[src/rtl/sram_arbiter_2p.sv]
// -----------------------------------------------------------------------------
// sram_arbiter_2p
//
// Purpose:
//   Shares one 32-bit SRAM controller between two masters. Typically the
//   instruction fetch unit is master 0 and the load/store unit is master 1.
//   The arbiter picks one requester and drives the controller strobe interface
//   until the controller acknowledges. It then returns the read data and a
//   one-cycle ack to the winning master.
//   Arbitration is round-robin by default, or master 0 always wins ties when
//   FIXED_PRIO is set. A watchdog ends a transaction with an error flag if the
//   controller does not acknowledge in time.
//
// Parameters:
//   FIXED_PRIO      1: master 0 wins every tie. 0: round-robin.
//   TIMEOUT_CYCLES  BUSY cycles without i_s_ack before a forced error
//                   completion (>= 2).
//
// Ports:
//   i_clk, i_reset        clock, synchronous active-high reset
//   i_mN_addr/wdata/bmask master N request fields, held until its ack
//   i_mN_wren/rden        master N request strobes; both high means a write
//   o_mN_rdata            master N read data, valid with o_mN_ack
//   o_mN_ack              master N one-cycle completion pulse
//   o_mN_err              master N timeout flag, valid with o_mN_ack
//   o_s_addr/wdata/bmask  to controller i_ADDR / i_WDATA / i_BMASK
//   o_s_wren/rden         to controller i_WREN / i_RDEN (never both high)
//   i_s_rdata, i_s_ack    from controller o_RDATA / o_ACK
//   o_busy                transaction in flight (BUSY and RESP)
//   o_grant               index of the current or last granted master
//
// All outputs come straight from registers.
// -----------------------------------------------------------------------------
module sram_arbiter_2p #(
  parameter int unsigned FIXED_PRIO     = 0,
  parameter int unsigned TIMEOUT_CYCLES = 64
) (
  input  logic        i_clk,
  input  logic        i_reset,
  // Master 0
  input  logic [17:0] i_m0_addr,
  input  logic [31:0] i_m0_wdata,
  input  logic [3:0]  i_m0_bmask,
  input  logic        i_m0_wren,
  input  logic        i_m0_rden,
  output logic [31:0] o_m0_rdata,
  output logic        o_m0_ack,
  output logic        o_m0_err,
  // Master 1
  input  logic [17:0] i_m1_addr,
  input  logic [31:0] i_m1_wdata,
  input  logic [3:0]  i_m1_bmask,
  input  logic        i_m1_wren,
  input  logic        i_m1_rden,
  output logic [31:0] o_m1_rdata,
  output logic        o_m1_ack,
  output logic        o_m1_err,
  // Controller side
  output logic [17:0] o_s_addr,
  output logic [31:0] o_s_wdata,
  output logic [3:0]  o_s_bmask,
  output logic        o_s_wren,
  output logic        o_s_rden,
  input  logic [31:0] i_s_rdata,
  input  logic        i_s_ack,
  // Status
  output logic        o_busy,
  output logic        o_grant
);

  localparam int unsigned CntW = $clog2(TIMEOUT_CYCLES);
  localparam logic [CntW-1:0] CntMax = CntW'(TIMEOUT_CYCLES - 1);

  typedef enum logic [1:0] {
    StIdle,
    StBusy,
    StResp
  } state_e;

  // ---------------------------------------------------------------------------
  // Registers
  // ---------------------------------------------------------------------------
  state_e          r_state;
  logic [CntW-1:0] r_cnt;
  logic            r_last_grant;
  logic            r_grant;
  logic            r_busy;

  logic [17:0]     r_s_addr;
  logic [31:0]     r_s_wdata;
  logic [3:0]      r_s_bmask;
  logic            r_s_wren;
  logic            r_s_rden;

  logic [31:0]     r_m0_rdata;
  logic            r_m0_ack;
  logic            r_m0_err;
  logic [31:0]     r_m1_rdata;
  logic            r_m1_ack;
  logic            r_m1_err;

  // ---------------------------------------------------------------------------
  // Request decode and winner selection (only consumed in StIdle)
  // ---------------------------------------------------------------------------
  logic        w_req0;
  logic        w_req1;
  logic        w_any_req;
  logic        w_pick;
  logic [17:0] w_sel_addr;
  logic [31:0] w_sel_wdata;
  logic [3:0]  w_sel_bmask;
  logic        w_sel_wren;
  logic        w_sel_rden;

  assign w_req0    = i_m0_wren | i_m0_rden;
  assign w_req1    = i_m1_wren | i_m1_rden;
  assign w_any_req = w_req0 | w_req1;

  always_comb begin
    w_pick = 1'b0;
    if (w_req0 && w_req1) begin
      // On a tie, round-robin hands the bus to whoever did not have it last.
      w_pick = (FIXED_PRIO != 0) ? 1'b0 : ~r_last_grant;
    end else if (w_req1) begin
      w_pick = 1'b1;
    end
  end

  always_comb begin
    w_sel_addr  = i_m0_addr;
    w_sel_wdata = i_m0_wdata;
    w_sel_bmask = i_m0_bmask;
    w_sel_wren  = i_m0_wren;
    w_sel_rden  = i_m0_rden;
    if (w_pick) begin
      w_sel_addr  = i_m1_addr;
      w_sel_wdata = i_m1_wdata;
      w_sel_bmask = i_m1_bmask;
      w_sel_wren  = i_m1_wren;
      w_sel_rden  = i_m1_rden;
    end
  end

  // ---------------------------------------------------------------------------
  // Control FSM with registered outputs
  // ---------------------------------------------------------------------------
  always_ff @(posedge i_clk) begin
    if (i_reset) begin
      r_state      <= StIdle;
      r_cnt        <= '0;
      r_last_grant <= 1'b1;  // master 0 wins the first tie
      r_grant      <= 1'b0;
      r_busy       <= 1'b0;
      r_s_addr     <= '0;
      r_s_wdata    <= '0;
      r_s_bmask    <= '0;
      r_s_wren     <= 1'b0;
      r_s_rden     <= 1'b0;
      r_m0_rdata   <= '0;
      r_m0_ack     <= 1'b0;
      r_m0_err     <= 1'b0;
      r_m1_rdata   <= '0;
      r_m1_ack     <= 1'b0;
      r_m1_err     <= 1'b0;
    end else begin
      // Acks and errors are single-cycle pulses; they only rise on the
      // transition into StResp.
      r_m0_ack <= 1'b0;
      r_m0_err <= 1'b0;
      r_m1_ack <= 1'b0;
      r_m1_err <= 1'b0;

      case (r_state)
        StIdle: begin
          if (w_any_req) begin
            r_s_addr     <= w_sel_addr;
            r_s_wdata    <= w_sel_wdata;
            r_s_bmask    <= w_sel_bmask;
            // A request with both strobes set is a write; rden is masked off.
            r_s_wren     <= w_sel_wren;
            r_s_rden     <= w_sel_rden & ~w_sel_wren;
            r_grant      <= w_pick;
            r_last_grant <= w_pick;
            r_busy       <= 1'b1;
            r_cnt        <= '0;
            r_state      <= StBusy;
          end
        end

        StBusy: begin
          if (i_s_ack) begin
            // Writes latch the bus too; the value is meaningless to the master.
            r_s_wren <= 1'b0;
            r_s_rden <= 1'b0;
            if (r_grant) begin
              r_m1_rdata <= i_s_rdata;
              r_m1_ack   <= 1'b1;
            end else begin
              r_m0_rdata <= i_s_rdata;
              r_m0_ack   <= 1'b1;
            end
            r_state <= StResp;
          end else if (r_cnt == CntMax) begin
            // Watchdog expiry: complete the hung transaction with an error.
            r_s_wren <= 1'b0;
            r_s_rden <= 1'b0;
            if (r_grant) begin
              r_m1_rdata <= '0;
              r_m1_ack   <= 1'b1;
              r_m1_err   <= 1'b1;
            end else begin
              r_m0_rdata <= '0;
              r_m0_ack   <= 1'b1;
              r_m0_err   <= 1'b1;
            end
            r_state <= StResp;
          end else begin
            r_cnt <= r_cnt + CntW'(1);
          end
        end

        StResp: begin
          // Requests are not looked at here: a master still requesting in its
          // ack cycle is re-evaluated from StIdle on the following cycle.
          r_busy  <= 1'b0;
          r_state <= StIdle;
        end

        default: begin
          r_state <= StIdle;
        end
      endcase
    end
  end

  // ---------------------------------------------------------------------------
  // Outputs
  // ---------------------------------------------------------------------------
  assign o_m0_rdata = r_m0_rdata;
  assign o_m0_ack   = r_m0_ack;
  assign o_m0_err   = r_m0_err;
  assign o_m1_rdata = r_m1_rdata;
  assign o_m1_ack   = r_m1_ack;
  assign o_m1_err   = r_m1_err;
  assign o_s_addr   = r_s_addr;
  assign o_s_wdata  = r_s_wdata;
  assign o_s_bmask  = r_s_bmask;
  assign o_s_wren   = r_s_wren;
  assign o_s_rden   = r_s_rden;
  assign o_busy     = r_busy;
  assign o_grant    = r_grant;

endmodule

[config.mk]
export PLATFORM = sky130hd
export DESIGN_NAME = sram_arbiter_2p
export DESIGN_NICKNAME = d
export VERILOG_FILES = /design/src/rtl/sram_arbiter_2p.sv
export SDC_FILE = /design/constraint.sdc
export NUM_CORES = 1
export LEC_CHECK = 0
export BUFFER_PORTS_ARGS = -buffer_cell sky130_fd_sc_hd__buf_2
export CAP_MARGIN = 20
export CORE_MARGIN = 2
export CORE_UTILIZATION = 47
export CTS_BUF_LIST = sky130_fd_sc_hd__clkbuf_8
export DETAILED_ROUTE_END_ITERATION = 6
export GPL_TIMING_DRIVEN = 0
export PLACE_DENSITY_LB_ADDON = 0.2
export SYNTH_ARGS = -nofsm -noshare
export SYNTH_HDL_FRONTEND = slang
export SYNTH_SLANG_ARGS = --single-unit
[constraint.sdc]
create_clock -name i_clk -period 3.3 [get_ports i_clk]
set_input_delay 0.165 -clock i_clk [delete_from_list [all_inputs] [get_ports i_clk]]
set_output_delay 0.165 -clock i_clk [all_outputs]
set_load 0.05 [all_outputs]
==> impl_metrics.env, run 1 <==
export IMPL_outcome="completed"
export IMPL_setup_viol=0
export IMPL_seq_area_frac_synth=0.4993
export IMPL_vias=6280
export IMPL_synth_top_area_share=0.4993
export IMPL_timing_setup_tns_ps=0
export IMPL_cts_setup_buffers=0
export IMPL_clk_path_buf_depth=2
export IMPL_clock_skew_final_ps=11.05
export IMPL_critPathLaunch="r_cnt[0]"
export IMPL_vdd_drop_max_mv=0.3266
export IMPL_gr_total_overflow=0
export IMPL_antenna_cells=0
export IMPL_rsz0062_at_grt="no"
export IMPL_worstPathCellList="ha_1 > a31oi_1 > buf_2 > clkbuf_1 > o21ai_0 > a21oi_1"
export IMPL_synthCells=669
export IMPL_yosysWarnings=0
export IMPL_p_int_w=0.002951
export IMPL_drc=0
export IMPL_grt_usage=0.2841
export IMPL_rows=39
export IMPL_synthTopCellsByArea="dfxtp_1 (50%), a21oi_1 (11%), nand2_1 (8.5%), a211oi_1 (7.5%), o21ai_0 (6.3%)"
export IMPL_path_class="register to register"
export IMPL_top_layer="met4"
export IMPL_hp_start="i_m0_wdata[24]"
export IMPL_crit_slowest_cell="dfxtp_1"
export IMPL_synth_cell_types=42
export IMPL_p_per_area_mw_per_mm2=542.7
export IMPL_swShare=0.3372
export IMPL_arrival_ps=2280
export IMPL_mostFrequentLayoutCell="buf_2"
export IMPL_power_frac_clock=0.319
export IMPL_cp_max_fo=10
export IMPL_synth_edf_count=0
export IMPL_totalWireLength_um=17960
export IMPL_start_kind="register"
export IMPL_dp_hpwl_um=12350
export IMPL_m1WireLength_um=7387
export IMPL_endpoint_kind="register"
export IMPL_whs_ps=24.81
export IMPL_hold_depth=3
export IMPL_synthArstFlopShare=0
export IMPL_p_leak_nw=3.777
export IMPL_clk_pin_slew_ps=70
export IMPL_dieArea_mm2=0.01239
export IMPL_cts_tree="built"
export IMPL_met2_length_um=8840
export IMPL_coreArea_mm2=0.01132
export IMPL_power_frac_seq=0.409
export IMPL_met3_length_um=1281
export IMPL_path_buf_inv=2
export IMPL_r2r_start="r_cnt[0]"
export IMPL_synth_top_cell_by_area="dfxtp_1"
export IMPL_port_buffers=271
export IMPL_slew_headroom=0.6288
export IMPL_r2r_cells=6
export IMPL_ant_nets=0
export IMPL_dr_pass1_iters=5
export IMPL_clk_latency_ps=430
export IMPL_fillers=905
export IMPL_min_period_ps=1931
export IMPL_syn_num_nets=817
export IMPL_syn_to_final_growth_pct=51.57
export IMPL_maxCapViolations=0
export IMPL_clock_sinks=135
export IMPL_worst_pin_slew_ps=551.0
export IMPL_synthFlopType="dfxtp_1"
export IMPL_drtIter0Drc=527
export IMPL_die_w_um=111.3
export IMPL_drive_above_1_share=0.3140
export IMPL_fin_crit_sh=0.5851
export IMPL_grt_max_degree=17
export IMPL_synth_seq_cells=135
export IMPL_cts_buffers=17
export IMPL_comb_power_share=0.272
export IMPL_syn_area_mm2=0.005413
export IMPL_syn_area_per_cell_um2=8.091
export IMPL_max_stage_delay_ps=370
export IMPL_nets=1191
export IMPL_cts_root_buffer="clkbuf_8"
export IMPL_first_global_vias=6120
export IMPL_via_per_inst=5.246
export IMPL_wl_per_cell_um=15.00
export IMPL_cpLargestDelayFamily="buffers and inverters"
export IMPL_htreeDepth=4
export IMPL_final_cell_mix="buf_2 (283), dfxtp_1 (135), nand2_1 (123)"
export IMPL_grt_pass1_wl_um=29060
export IMPL_hold_violations=0
export IMPL_slew_violations=0
export IMPL_hold_path_class="input pin to register"
export IMPL_floorplan_initialDensity=0.4781
export IMPL_timing_fmax_mhz=517.9
export IMPL_globalplace_congestion=0.8350
export IMPL_crit_cells=6
export IMPL_antenna_found_initial=0
export IMPL_ios=273
export IMPL_critPathRequiredTime_ps=3650
export IMPL_fp_dieH_um=111.3
export IMPL_p_sw_w=0.001501
## final timing paths
| kind | to | slack (ps) |
|---|---|---|
| setup / recovery | o_m0_rdata[9] | 1370 |
| setup reg to reg | o_m0_rdata[9] | 1370 |
| hold / removal | o_s_wdata[24] | 20 |
| hold reg to reg | o_m1_rdata[10] | 470 |
## cell type report
cell class / count / area [um2] / share of cell area
plain buffers: 57 / 305.3 / 0.03721
clock buffers: 21 / 289.0 / 0.03523
clock inverters: 9 / 126.4 / 0.01540
inverters: 4 / 15.01 / 0.001830
multi-input cells: 473 / 2390 / 0.2913
flip-flops and latches: 135 / 2703 / 0.3294
well taps: 143 / 178.9 / 0.02181
repair buffers: 355 / 2197 / 0.2678
## layer usage
metal,GRT usage,vias up
met1,0.3409,2900
met3,0.07764,38
li1,-,3087
met4,0.1095,0
met2,0.4862,255
met5,0,-
## cells in the mapped netlist (2+ instances only)
cell and count:
nand3_1 8, nor3b_1 2, inv_1 4, nor3_1 4, or2_2 2, dfxtp_1 135
o21ai_0 68, clkbuf_1 33, and3_1 2, nor4_1 2, buf_6 9, nand3b_1 2
a2111oi_2 2, nand2_1 123, nor2_1 60, a21oi_1 122, buf_4 2, a211oi_1 54
buf_2 12
## worst register-to-register path: stages, from the launching register on
cell	delay [ps]
dfxtp_1	370
ha_1	270
a31oi_1	290
buf_2	270
clkbuf_1	350
o21ai_0	140
a21oi_1	170
## per-stage QoR
step	utilization	power, W	cells	instance area [um2]	setup slack [ps]
finish	0.7247	0.004452	1197	8204	1369
global route	0.7247	0.004653	1197	8204	1219
CTS	0.7247	0.004456	1197	8204	1380
detailed placement	0.6137	0.002978	1083	6948	1406
global placement	0.6137	0.002970	1083	6948	1462
floorplan	-	0.002647	669	5413	1587
## power groups by stage
stage                     logic (W)  clock network (W)  registers [W]
after global placement      0.00112                  0        0.00185
after global routing        0.00130            0.00152        0.00183
after CTS                   0.00120            0.00143        0.00182
final                       0.00121            0.00142        0.00182
after detailed placement    0.00113                  0        0.00185
after floorplan            0.000392                  0        0.00226
## kinds of logic after synthesis
kind of cell	after synthesis	share of synthesized area
AO/OA/AOI/OAI	257	0.2728
buffers and inverters	61	0.05918
AND/OR/NAND/NOR	214	0.1648
flip-flops	135	0.4993
XOR/XNOR	1	0.001618
adder cells (fa/ha/maj)	1	0.002311
## flip-flops by register name (all words and copies together), names as in the netlist
register / count
o_m0_ack: 1
o_busy: 1
o_m0_rdata: 32
r_cnt: 6
o_s_rden: 1
o_m1_err: 1
o_s_wdata: 32
o_grant: 1
o_m1_rdata: 32
o_m1_ack: 1
o_m0_err: 1
o_s_addr: 18
r_state: 2
o_s_bmask: 4
o_s_wren: 1
r_last_grant: 1
## repair_timing
item	CTS	global route
hold endpoints to repair	114	0
hold buffers	84	0
resized for setup	0	0
(Power assumes the default switching activity.)
==> inputs of run 2 (changes only) <==
clock period = 1.8 ns   (was 3.3 ns; I/O delays follow)
==> impl_metrics.env, run 2 (synthesis results as in run 1) <==
export IMPL_outcome="completed"
export IMPL_slew_violations=0
export IMPL_mostFrequentLayoutCell="buf_2"
export IMPL_clk_pin_slew_ps=80
export IMPL_die_w_um=111.3
export IMPL_vdd_drop_max_mv=0.5899
export IMPL_totalWireLength_um=20220
export IMPL_endpoint_kind="register"
export IMPL_drtIter0Drc=633
export IMPL_clock_sinks=135
export IMPL_p_leak_nw=4.018
export IMPL_timing_fmax_mhz=589.9
export IMPL_final_core_util=0.7746
export IMPL_start_kind="register"
export IMPL_finalNonFillerCells=1249
export IMPL_critPathRequiredTime_ps=2120
export IMPL_path_class="register to register"
export IMPL_power_w=0.008329
export IMPL_min_period_ps=1695
export IMPL_final_cell_mix="buf_2 (282), dlygate4sd3_1 (135), dfxtp_1 (133)"
export IMPL_nets=1242
export IMPL_first_global_vias=6644
export IMPL_globalplace_congestion=0.8350
export IMPL_gr_total_overflow=0
export IMPL_rows=39
export IMPL_cp_max_fo=10
export IMPL_via_per_inst=5.368
export IMPL_dieArea_mm2=0.01239
export IMPL_cts_setup_buffers=0
export IMPL_clk_latency_ps=430
export IMPL_fp_dieH_um=111.3
export IMPL_dr_pass1_iters=5
export IMPL_grt_max_degree=17
export IMPL_htreeDepth=4
export IMPL_cts_tree="built"
export IMPL_floorplan_initialDensity=0.4781
export IMPL_fin_ws_ps=104.8
export IMPL_clock_skew_final_ps=12.63
export IMPL_dpl_cell_count=1083
export IMPL_grt_pass1_wl_um=31950
export IMPL_clk_path_buf_depth=2
export IMPL_syn_to_final_growth_pct=62.02
export IMPL_rsz0062_at_grt="yes"
export IMPL_cts_buffers=17
export IMPL_coreArea_mm2=0.01132
export IMPL_drc=0
export IMPL_hold_violations=0
export IMPL_dp_hpwl_um=12350
export IMPL_timing_setup_tns_ps=0
export IMPL_worst_pin_slew_ps=550.6
export IMPL_setup_viol=0
export IMPL_antenna_found_initial=1
export IMPL_fin_crit_sh=0.9418
export IMPL_fillers=775
export IMPL_p_per_area_mw_per_mm2=949.8
export IMPL_slew_headroom=0.6329
export IMPL_grt_usage=0.3143
export IMPL_cts_root_buffer="clkbuf_8"
export IMPL_wl_per_cell_um=16.19
export IMPL_vias=6705
export IMPL_arrival_ps=2020
export IMPL_ios=273
export IMPL_hold_path_class="input pin to register"
export IMPL_drive_above_1_share=0.3140
export IMPL_place_ws_ps=-94.34
export IMPL_ant_nets=0
export IMPL_maxCapViolations=0
export IMPL_port_buffers=271
run 2: changes by cell type in the layout (fill, tap and decap cells not counted), moves of 2 or more:
cell	previous run	this run
nor2_1	60	58
clkbuf_1	33	24
dfxtp_1	135	133
clkbuf_2	1	9
dlygate4sd3_1	84	135
clkbuf_4	0	2
dfxtp_2	0	2
run 2: worst paths after layout:
check / startpoint / to / slack [ps] / cells after the start
worst max-delay path: r_cnt[1] / o_s_rden / 100 / 5
worst min-delay path: i_m1_addr[11] / o_s_addr[11] / 40 / 3
worst max register to register: r_cnt[1] / o_s_rden / 100 / 5
worst min register to register: o_m1_rdata[10] / o_m1_rdata[10] / 470 / 2
run 2: layout make-up:
cell class	count	area (um2)	area share
inverters	4	15.01	0.001712
plain buffers	57	321.6	0.03667
diodes	1	2.502	0.0002853
multi-input cells	473	2424	0.2764
well taps	143	178.9	0.02040
clock buffers	21	289.0	0.03296
repair buffers	406	2708	0.3087
clock inverters	9	126.4	0.01441
flip-flops and latches	135	2705	0.3085
run 2: report_power, final:
part	leakage, nW	switching (W)	internal (W)
clock	0.212	0.00112	0.00149
combinational	2.70	0.00159	0.000786
sequential	1.11	0.000133	0.00321
total	4.02	0.00284	0.00549
run 2: routing by layer:
| metal | global-route usage | part of all wire | vias to the layer above |
|---|---|---|---|
| li1 | - | - | 3187 |
| met1 | 0.3649 | 0.40 | 3077 |
| met2 | 0.5264 | 0.48 | 355 |
| met3 | 0.09349 | 0.080 | 86 |
| met4 | 0.1621 | 0.045 | 0 |
| met5 | 0 | 0 | - |
run 2: through the flow:
stage          instance area [um2]  hold slack [ps]
2_1_floorplan                 5413            226.0
3_3_place_gp                  6948            338.9
3_5_place_dp                  6948            341.6
4_1_cts                       8725           0.8095
5_1_grt                       8770            24.37
6_report                      8770            39.04
run 2: worst max-delay path: stages, from the launching register on:
cell	delay, ps
dfxtp_1	400
ha_2	260
a31oi_2	120
clkbuf_4	210
or2_2	330
a32o_1	270
run 2: repair_timing:
action                                  4_1_cts  5_1_grt
resized for setup                             4       23
hold endpoints to repair                    118        0
hold buffers                                135        0
endpoints found under the setup margin       31       87
==> inputs of run 3 (changes only) <==
ABC_AREA = 1   (was unset)
PLACE_DENSITY_LB_ADDON = 0.05   (was 0.2)
==> impl_metrics.env, run 3 <==
export IMPL_outcome="complete, but fails checks"
export IMPL_violations="design-rule violations"
export IMPL_synthTopCellsByArea="dfxtp_1 (49%), nand2_1 (20%), a21oi_1 (6.4%), a31oi_1 (6.1%), o21ai_0 (5.1%)"
export IMPL_dieArea_mm2=0.01274
export IMPL_synth_cell_types=22
export IMPL_p_leak_nw=4.520
export IMPL_yosysWarnings=0
export IMPL_min_period_ps=1680
export IMPL_fin_ws_ps=119.8
export IMPL_cts_tree="built"
export IMPL_met3_usage=0.1007
export IMPL_synthAdderAreaFrac=0.002246
export IMPL_drc=14
export IMPL_fp_dieH_um=112.9
export IMPL_syn_num_nets=925
export IMPL_ys_top_cells_by_count="nand2_1 (297), dfxtp_1 (135), a21oi_1 (71), inv_1 (62), o21ai_0 (57)"
export IMPL_yosys_area_share_simple=0.2383
export IMPL_path_class="register to register"
export IMPL_synth_top_area_share=0.4852
export IMPL_worst_pin_slew_ps=508.7
export IMPL_maxCapViolations=0
export IMPL_critPathRequiredTime_ps=2180
export IMPL_antenna_cells=0
export IMPL_synth_edf_count=0
export IMPL_drtIter0Drc=525
export IMPL_setup_viol=0
export IMPL_wl_per_cell_um=16.12
export IMPL_synthArstFlopShare=0
export IMPL_grt_max_degree=17
export IMPL_synth_top_family_by_area="simple AND/OR/NAND/NOR gates"
export IMPL_place_ws_ps=173.3
export IMPL_coreArea_mm2=0.01152
export IMPL_clk_pin_slew_ps=80
export IMPL_arrival_ps=2060
export IMPL_die_w_um=112.9
export IMPL_whs_ps=40.36
export IMPL_endpoint_kind="register"
export IMPL_synthXorXnorAreaFrac=0.003145
export IMPL_hold_violations=0
export IMPL_clock_sinks=135
export IMPL_fin_crit_sh=0.9335
export IMPL_gr_total_overflow=0
export IMPL_cts_root_buffer="clkbuf_8"
export IMPL_via_per_inst=5.222
export IMPL_htreeDepth=4
export IMPL_vias=7117
export IMPL_grt_usage=0.3464
export IMPL_drive_above_1_share=0.2803
export IMPL_ant_nets=0
export IMPL_final_cell_mix="nand2_1 (297), buf_2 (285), dlygate4sd3_1 (141)"
export IMPL_grt_pass1_wl_um=35270
export IMPL_final_core_util=0.7811
export IMPL_hold_path_class="input pin to register"
export IMPL_synth_top_cell_by_area="dfxtp_1"
export IMPL_dpl_cell_count=1190
export IMPL_worstPathCellList="nor2_2 > nand2_2 > inv_2 > clkbuf_1 > o21ai_0 > a31oi_1"
export IMPL_synth_most_common_cell="nand2_1"
export IMPL_rows=39
export IMPL_timing_fmax_mhz=595.2
export IMPL_antenna_found_initial=0
export IMPL_rsz0062_at_grt="no"
export IMPL_ios=273
export IMPL_mostFrequentLayoutCell="nand2_1"
export IMPL_max_stage_delay_ps=390
export IMPL_slew_violations=0
export IMPL_nets=1355
export IMPL_fillers=811
export IMPL_seq_area_frac_synth=0.4852
export IMPL_dr_pass1_iters=7
export IMPL_grt_util_met1=0.3757
export IMPL_start_kind="register"
export IMPL_synthCells=777
export IMPL_totalWireLength_um=21970
export IMPL_syn_to_final_growth_pct=61.48
export IMPL_top_usage_layer="met2"
export IMPL_cts_buffers=17
export IMPL_cp_max_fo=10
export IMPL_crit_slowest_cell="clkbuf_1"
export IMPL_floorplan_initialDensity=0.4837
export IMPL_timing_setup_tns_ps=0
export IMPL_synthFlopType="dfxtp_1"
export IMPL_synth_compound_area_frac=0.1757
export IMPL_port_buffers=270
export IMPL_clk_path_buf_depth=2
export IMPL_p_per_area_mw_per_mm2=972.1
export IMPL_vdd_drop_max_mv=0.5537
export IMPL_first_global_vias=7248
export IMPL_syn_area_per_cell_um2=7.169
export IMPL_synth_seq_cells=135
export IMPL_syn_area_mm2=0.005570
export IMPL_clk_latency_ps=450
export IMPL_dp_hpwl_um=12960
export IMPL_met2_usage=0.5747
export IMPL_finalNonFillerCells=1363
export IMPL_globalplace_congestion=0.8575
export IMPL_slew_headroom=0.6609
export IMPL_synth_area_mux_share=0
export IMPL_clock_skew_final_ps=11.63
[run 3: changes by cell type in the layout (fill, tap and decap cells not counted), moves of 4 or more]
cell / change
clkbuf_2: -7
inv_2: +4
a31oi_1: +54
o21ai_0: -11
nand2_1: +174
nand3_1: +4
inv_1: +57
a211oi_1: -54
buf_6: -4
nor2_1: -39
buf_4: +4
dlygate4sd3_1: +6
a21oi_1: -51
[run 3: metal layers]
| metal | share of wire | wire [um] |
|---|---|---|
| met1 | 0.38 | 8247 |
| met3 | 0.087 | 1914 |
| met4 | 0.077 | 1702 |
| met2 | 0.46 | 10100 |
| met5 | 0 | 0 |
[run 3: kinds of logic after synthesis]
family                     after synthesis
AOI/OAI and AO/OA                      182
xor gates and xnor gates                 2
adders and majority gates                1
buffers and inverters                  120
DFF                                    135
and+or+nand+nor                        337
[run 3: final timing paths]
path	endpoint	slack (ps)	start	cells past startpoint
worst max-delay path	o_s_addr[7]	120	r_state[0]	6
worst min-delay path	o_s_wren	40	i_m0_wren	5
worst max register to register	o_s_addr[7]	120	r_state[0]	6
worst min register to register	o_m1_rdata[22]	460	o_m1_rdata[22]	2
[run 3: area by class of cell]
cell class | count | area [um2] | area share
repair buffers | 411 | 2763 | 0.3071
flip-flops and latches | 135 | 2703 | 0.3005
multi-input cells | 522 | 2336 | 0.2597
plain buffers | 53 | 284.0 | 0.03158
inverters | 67 | 252.7 | 0.02810
clock buffers | 18 | 247.7 | 0.02754
clock inverters | 14 | 230.2 | 0.02559
well taps | 143 | 178.9 | 0.01989
[run 3: critical path: cells and delay by family (launching register included)]
family,cells,cell delay [ps]
AND/OR/NAND/NOR,2,280
buffers and inverters,2,600
AO/OA/AOI/OAI,2,400
flip-flops,1,340
[run 3: per-stage QoR]
step | power (W) | area, um2
after floorplan | 0.004811 | 5570
after global placement | 0.005409 | 7101
after detailed placement | 0.005419 | 7101
after CTS | 0.008638 | 8990
after global routing | 0.009051 | 8995
final | 0.008744 | 8995
[run 3: repair_timing]
item / 4_1_cts / 5_1_grt
endpoints found under the hold margin: 116 / 0
hold buffers: 141 / 0
endpoints found under the setup margin: 0 / 10
buffers inserted: 0 / 0
gates resized for setup: 0 / 5
[run 3: power breakdown]
part           total [W]  leakage (nW)  switching, W  internal [W]
combinational    0.00237          3.18       0.00164      0.000728
sequential       0.00335          1.11      0.000131       0.00322
clock            0.00303         0.236       0.00122       0.00181
total            0.00874          4.52       0.00298       0.00576
